$ cat src/rtl/twid_ram_gen_pkg.sv
// twid_ram_gen_pkg: shared twiddle-RAM FSM states and saturating negate.
package twid_ram_gen_pkg;
  typedef enum logic {INIT, READY} twidState_t;
  localparam int SAT_W = 64;
  // x holds a w-bit two's complement value sign-extended to SAT_W bits.
  function automatic logic [SAT_W-1:0] satNeg(input logic [SAT_W-1:0] x, input int unsigned w);
    logic [SAT_W-1:0] minV;
    minV = {SAT_W{1'b1}} << (w - 1);
    return (x == minV) ? ~minV : -x;
  endfunction
endpackage

$ cat src/rtl/twid_ram_core.sv
// twid_ram_core: reset-free storage array, synchronous write and registered read.
module twid_ram_core
  import twid_ram_gen_pkg::*;
#(
  parameter int DATA_W = 64,
  parameter int DEPTH = 4,
  parameter int ADDR_W = 2
) (
  input  logic              clk,
  input  logic              wEn,
  input  logic [ADDR_W-1:0] wAddr,
  input  logic [DATA_W-1:0] wD,
  input  logic              rEn,
  input  logic [ADDR_W-1:0] rAddr,
  output logic [DATA_W-1:0] rQ
);
  logic [DATA_W-1:0] mem [DEPTH];
  always_ff @(posedge clk) begin
    if (wEn) mem[wAddr] <= wD;
    if (rEn) rQ <= mem[rAddr];
  end
endmodule

$ cat src/rtl/twid_ram_gen.sv
// twid_ram_gen: twiddle RAM with zeroing sweep, write-first bypass,
// optional conjugation and a 1- or 2-cycle read pipeline.
module twid_ram_gen
  import twid_ram_gen_pkg::*;
#(
  parameter int DATA_W = 64,
  parameter int DEPTH = 4,
  parameter int RD_LAT = 1,
  localparam int ADDR_W = (DEPTH > 2) ? $clog2(DEPTH) : 1
) (
  input  logic              clk,
  input  logic              nGrst,
  input  logic              clr,
  input  logic              wEn,
  input  logic [ADDR_W-1:0] wAddr,
  input  logic [DATA_W-1:0] wD,
  input  logic              rEn,
  input  logic [ADDR_W-1:0] rAddr,
  input  logic              conj,
  output logic [DATA_W-1:0] rD,
  output logic              rValid,
  output logic              busy
);
  localparam int H = DATA_W / 2;
  twidState_t state, nextState;
  logic [ADDR_W-1:0] cnt, nextCnt;
  logic wIn, rIn, wAcc, rAcc;
  logic v1, byp1, oob1, cj1;
  logic [DATA_W-1:0] bypD1, rQ, d1, c1;
  logic [H-1:0] ng;
  assign busy = (state == INIT);
  assign wIn = 32'(wAddr) < DEPTH;
  assign rIn = 32'(rAddr) < DEPTH;
  assign wAcc = wEn & ~busy & wIn;
  assign rAcc = rEn & ~busy;
  always_ff @(posedge clk or negedge nGrst)
    if (!nGrst) begin
      state <= INIT;
      cnt <= '0;
    end else begin
      state <= nextState;
      cnt <= nextCnt;
    end
  always_comb begin
    nextState = state;
    nextCnt = cnt;
    if (state == INIT) begin
      nextCnt = clr ? '0 : ADDR_W'(cnt + 1'b1);
      if (!clr && cnt == ADDR_W'(DEPTH - 1)) begin
        nextState = READY;
        nextCnt = '0;
      end
    end else if (clr) begin
      nextState = INIT;
      nextCnt = '0;
    end
  end
  // The sweep owns the write port while busy.
  twid_ram_core #(.DATA_W(DATA_W), .DEPTH(DEPTH), .ADDR_W(ADDR_W)) uCore (
    .clk  (clk),
    .wEn  (busy | wAcc),
    .wAddr(busy ? cnt : wAddr),
    .wD   (busy ? '0 : wD),
    .rEn  (rAcc & rIn),
    .rAddr(rAddr),
    .rQ   (rQ)
  );
  always_ff @(posedge clk or negedge nGrst)
    if (!nGrst) begin
      v1 <= 1'b0;
      byp1 <= 1'b0;
      oob1 <= 1'b0;
      cj1 <= 1'b0;
      bypD1 <= '0;
    end else begin
      v1 <= rAcc;
      if (rAcc) begin
        byp1 <= wAcc && (wAddr == rAddr);
        oob1 <= !rIn;
        cj1 <= conj;
        bypD1 <= wD;
      end
    end
  always_comb begin
    d1 = oob1 ? '0 : byp1 ? bypD1 : rQ;
    ng = H'(satNeg(SAT_W'($signed(d1[DATA_W-1:H])), H));
    c1 = cj1 ? {ng, d1[H-1:0]} : d1;
  end
  generate
    if (RD_LAT == 1) begin : gLat1
      logic [DATA_W-1:0] hold;
      always_ff @(posedge clk or negedge nGrst)
        if (!nGrst) hold <= '0;
        else if (v1) hold <= c1;
      assign rD = v1 ? c1 : hold;
      assign rValid = v1;
    end else begin : gLat2
      always_ff @(posedge clk or negedge nGrst)
        if (!nGrst) begin
          rValid <= 1'b0;
          rD <= '0;
        end else begin
          rValid <= v1;
          if (v1) rD <= c1;
        end
    end
  endgenerate
endmodule

$ cat config.mk
export PLATFORM = sky130hd
export DESIGN_NAME = twid_ram_gen
export DESIGN_NICKNAME = d
export VERILOG_FILES = /design/src/rtl/twid_ram_gen_pkg.sv /design/src/rtl/twid_ram_core.sv /design/src/rtl/twid_ram_gen.sv
export SDC_FILE = /design/constraint.sdc
export NUM_CORES = 1
export LEC_CHECK = 0
export ABC_CLOCK_PERIOD_IN_PS = 7960
export CAP_MARGIN = 5
export CORE_UTILIZATION = 41
export DETAILED_ROUTE_END_ITERATION = 8
export SYNTH_ARGS = -nofsm -noshare
export SYNTH_HDL_FRONTEND = slang
export SYNTH_SLANG_ARGS = --single-unit
$ cat constraint.sdc
create_clock -name clk -period 7.96 [get_ports clk]
set_input_delay 1.194 -clock clk [delete_from_list [all_inputs] [get_ports clk]]
set_output_delay 1.194 -clock clk [all_outputs]
set_load 0.03 [all_outputs]
==> results.cfg <==
[status]
result_of_the_run = finished, final reports clean

[yosys]
synth_edf_count = 320
yosys.area.top_type_share = 0.526
synth_cells = 1091
synth.most_common_cell = edfxtp_1
ys_warn_count = 0
synth_seq_area_share = 0.710
synthTopCellsByArea = edfxtp_1 (53%), dfrtp_1 (18%), mux4_2 (7.9%), mux2_2 (4.1%), mux2i_1 (3.3%)
synth.cells.most_frequent = edfxtp_1 (320), dfrtp_1 (134), nor2_1 (77)
synth_area_per_cell_sq_um = 16.7
synthFlopType = edfxtp_1
async_flop_share = 0.295
synth_area_sq_um = 18300
yosys.area.top_type = edfxtp_1
synth_cell_types = 52
synth.net_count = 1167
synth-seq-cells = 454

[floorplanning]
fp.dieH_microns = 213
dieArea_sq_um = 45400
core_region_area_sq_um = 43600
start_util = 0.419
placement_rows = 76
dieWidth_microns = 213
ios = 140

[pwr]
power_frac_clock = 0.285
switching_share = 0.309
comb_power_share = 0.267
worst_ir_drop_vdd_mv = 0.219
p_leak_uw = 0.00774
sequential_cell_fraction_of_total_power = 0.448
power_report.internal_total_uw = 5550
p_per_area_nw_per_um2 = 366
power.net_switching_uw = 2480

[cells_and_area]
area_delta_synth_final_pct = 20.3
layout-drive-gt1-share = 0.197
filler_cell_count = 3681
insertedDiodeCount = 0
postLayoutCoreUtil = 0.505
fin_nets = 1312
multiInputGateArea_sq_um = 5100
area_of_all_sequential_standard_cells_sq_um = 13000

[clocking]
htreeDepth = 2
clock-sinks = 454
cts_made_buffers = 49
clock_tree_from_tritoncts = built
cts_resized = 0
cts_max_path_buffers = 3
clockRootBuffer = clkbuf_16
cts_hold_buf = 0
clk_transition_reported_paths_ns = 0.06
postCtsSetupRepairBufs = 0
clock_latency_ns = 0.58

[placement]
gp_routability_congestion = 0.787
hpwl_microns = 23800
placement.io_buffers = 139

[routing]
antenna_violating_nets_post_route = 0
detail_route.wl_per_cell_microns = 21.9
routed-via-count = 9852
drt_first_iter_violations = 646
wire_length_reported_by_the_detailed_router_microns = 40700
viasPerCell = 5.29
drc_errors = 0
detailedRoute.firstPassIterationCount = 4

[global_routing]
maximum_number_of_pins_on_one_net_before_global_route_repair = 79
grt_first_pass_wirelength_microns = 62800
initial_antenna_violation_count = 1
globalRoute.totalOverflow = 0
first_global_vias = 10500
global_route.usage.total = 0.186

[worst_setup_path]
cp.arrival_ns = 4.96
worst_setup_path_startpoint = byp1$_DFFE_PN0P_
endpoint_kind = output pin
worstPathMaxFanout = 59
critPathKind = reg -> out
worst-path-buf-inv = 2
cpMaxStageDelayCell = dfrtp_4
critical_path.reg2reg.startpoint = byp1$_DFFE_PN0P_
setup.worst_path.start_class = flop
wp_data_required_ns = 6.77
crit_family = simple AND/OR/NAND/NOR gates
critPathMaxStageDelay_ns = 0.99
path_cells = buf_4 -> nor3b_1 -> o2bb2ai_1 -> or3_1 -> nor3_1 -> nand2b_1 -> a31oi_1 -> clkdlybuf4s50_1

[timing]
hold_violations = 0
finClkSkew_ns = 0.0195
finalCriticalPeriod_ns = 6.15
finalSetupTns_ns = 0
setup_viol_count_final = 0
rsz_0062_raised_after_global_routing = no
slew_violations = 0
slew_at_the_pin_closest_to_its_max_slew_limit_ns = 0.982
slew_headroom = 0.345
ratio_of_final_minimum_period_to_clock_period = 0.773
fmax_mhz = 163

[worst_hold_path]
hp-start = gLat1.hold[63]$_DFF_PN0_
worstHoldPathType = reg -> reg

[job]
max_cap_violations = 0
cells by family after synthesis:
family                   count (synthesis)  synth area share
multiplexers                           192             0.154
buffers and inverters                   67            0.0150
flip-flops                             454             0.710
XOR/XNOR                                29            0.0139
AO/OA/AOI/OAI                          118            0.0406
adder cells (fa/ha/maj)                  2           0.00137
AND/OR/NAND/NOR                        229            0.0660
final timing paths:
| path | to | slack, ns | cells past startpoint |
|---|---|---|---|
| max | rD[32] | 1.81 | 8 |
| min | gLat1.hold[63]$_DFF_PN0_ | 0.50 | 1 |
| max reg2reg | gLat1.hold[63]$_DFF_PN0_ | 4.19 | 8 |
| min reg2reg | gLat1.hold[63]$_DFF_PN0_ | 0.50 | 1 |
| max in group asynchronous | state$_DFF_PN0_ | 5.90 | 2 |
| min in group asynchronous | bypD1[11]$_DFFE_PN0P_ | 0.65 | 1 |
stage by stage:
| stage | cell area (sq um) | setup WS, ns | total power (uW) | hold slack, ns | std cells |
|---|---|---|---|---|---|
| after floorplan | 18300 | 1.95 | 4990 | 0.472 | 1091 |
| after global placement | 20300 | 2.53 | 5780 | 0.481 | 1770 |
| after detailed placement | 20300 | 2.46 | 5830 | 0.488 | 1770 |
| after CTS | 22000 | 1.82 | 8140 | 0.501 | 1862 |
| after global routing | 22000 | 1.51 | 8420 | 0.521 | 1862 |
| final | 22000 | 1.81 | 8030 | 0.501 | 1862 |
power groups by stage:
| stage | Combinational [uW] | Sequential, uW | Clock (uW) |
|---|---|---|---|
| 3_3_place_gp | 2150 | 3630 | 0 |
| 5_1_grt | 2310 | 3680 | 2430 |
| 3_5_place_dp | 2180 | 3650 | 0 |
| 4_1_cts | 2180 | 3610 | 2350 |
| 2_1_floorplan | 1460 | 3530 | 0 |
| 6_report | 2140 | 3600 | 2290 |
layout make-up:
| class | count | area share |
|---|---|---|
| Clock buffer | 63 | 0.0609 |
| Sequential cell | 454 | 0.590 |
| Multi-Input combinational cell | 570 | 0.232 |
| Tap cell | 585 | 0.0333 |
| Inverter | 7 | 0.00142 |
| Clock inverter | 29 | 0.0137 |
| Timing Repair Buffer | 154 | 0.0682 |
cells in the final DEF (no fill, tap or decap), types with 4 or more instances in the layout:
cell             netlist  layout
edfxtp_1             320     320
clkdlybuf4s50_1        0     136
dfrtp_1              134     131
nor2_1                77      77
mux2_2                67      67
mux4_2                64      64
and2_1                64      64
mux2i_1               61      61
a21oi_1               60      60
clkbuf_16              0      49
xnor2_1               26      26
nand2_1               23      23
buf_4                  0      16
clkinv_2               0      15
nor3_1                13      13
o21ai_0               12      12
nand2b_1               9       9
or3_1                  8       8
a31oi_1                8       8
clkbuf_1              42       8
inv_1                  7       6
nor3b_1                6       6
nand3_1                6       6
clkbuf_8               0       6
nor4_1                 5       5
or3b_2                 5       5
o31ai_1                5       5
bufinv_16              0       5
o22ai_1                6       4
sequential cells by signal, indices dropped and copies added, names as in the netlist:
name	flops
rValid	1
uCore.mem	256
cnt	2
cj1	1
byp1	1
bypD1	64
uCore.rQ	64
gLat1.hold	64
state	1
per-layer routing:
metal / vias up / GRT usage / share of wire
li1: 4499 / - / -
met1: 5116 / 0.263 / 0.47
met2: 190 / 0.297 / 0.48
met3: 45 / 0.0299 / 0.037
met4: 2 / 0.0548 / 0.016
met5: - / 0 / 0.00022
Note: power is estimated with default switching activity, not from simulation.
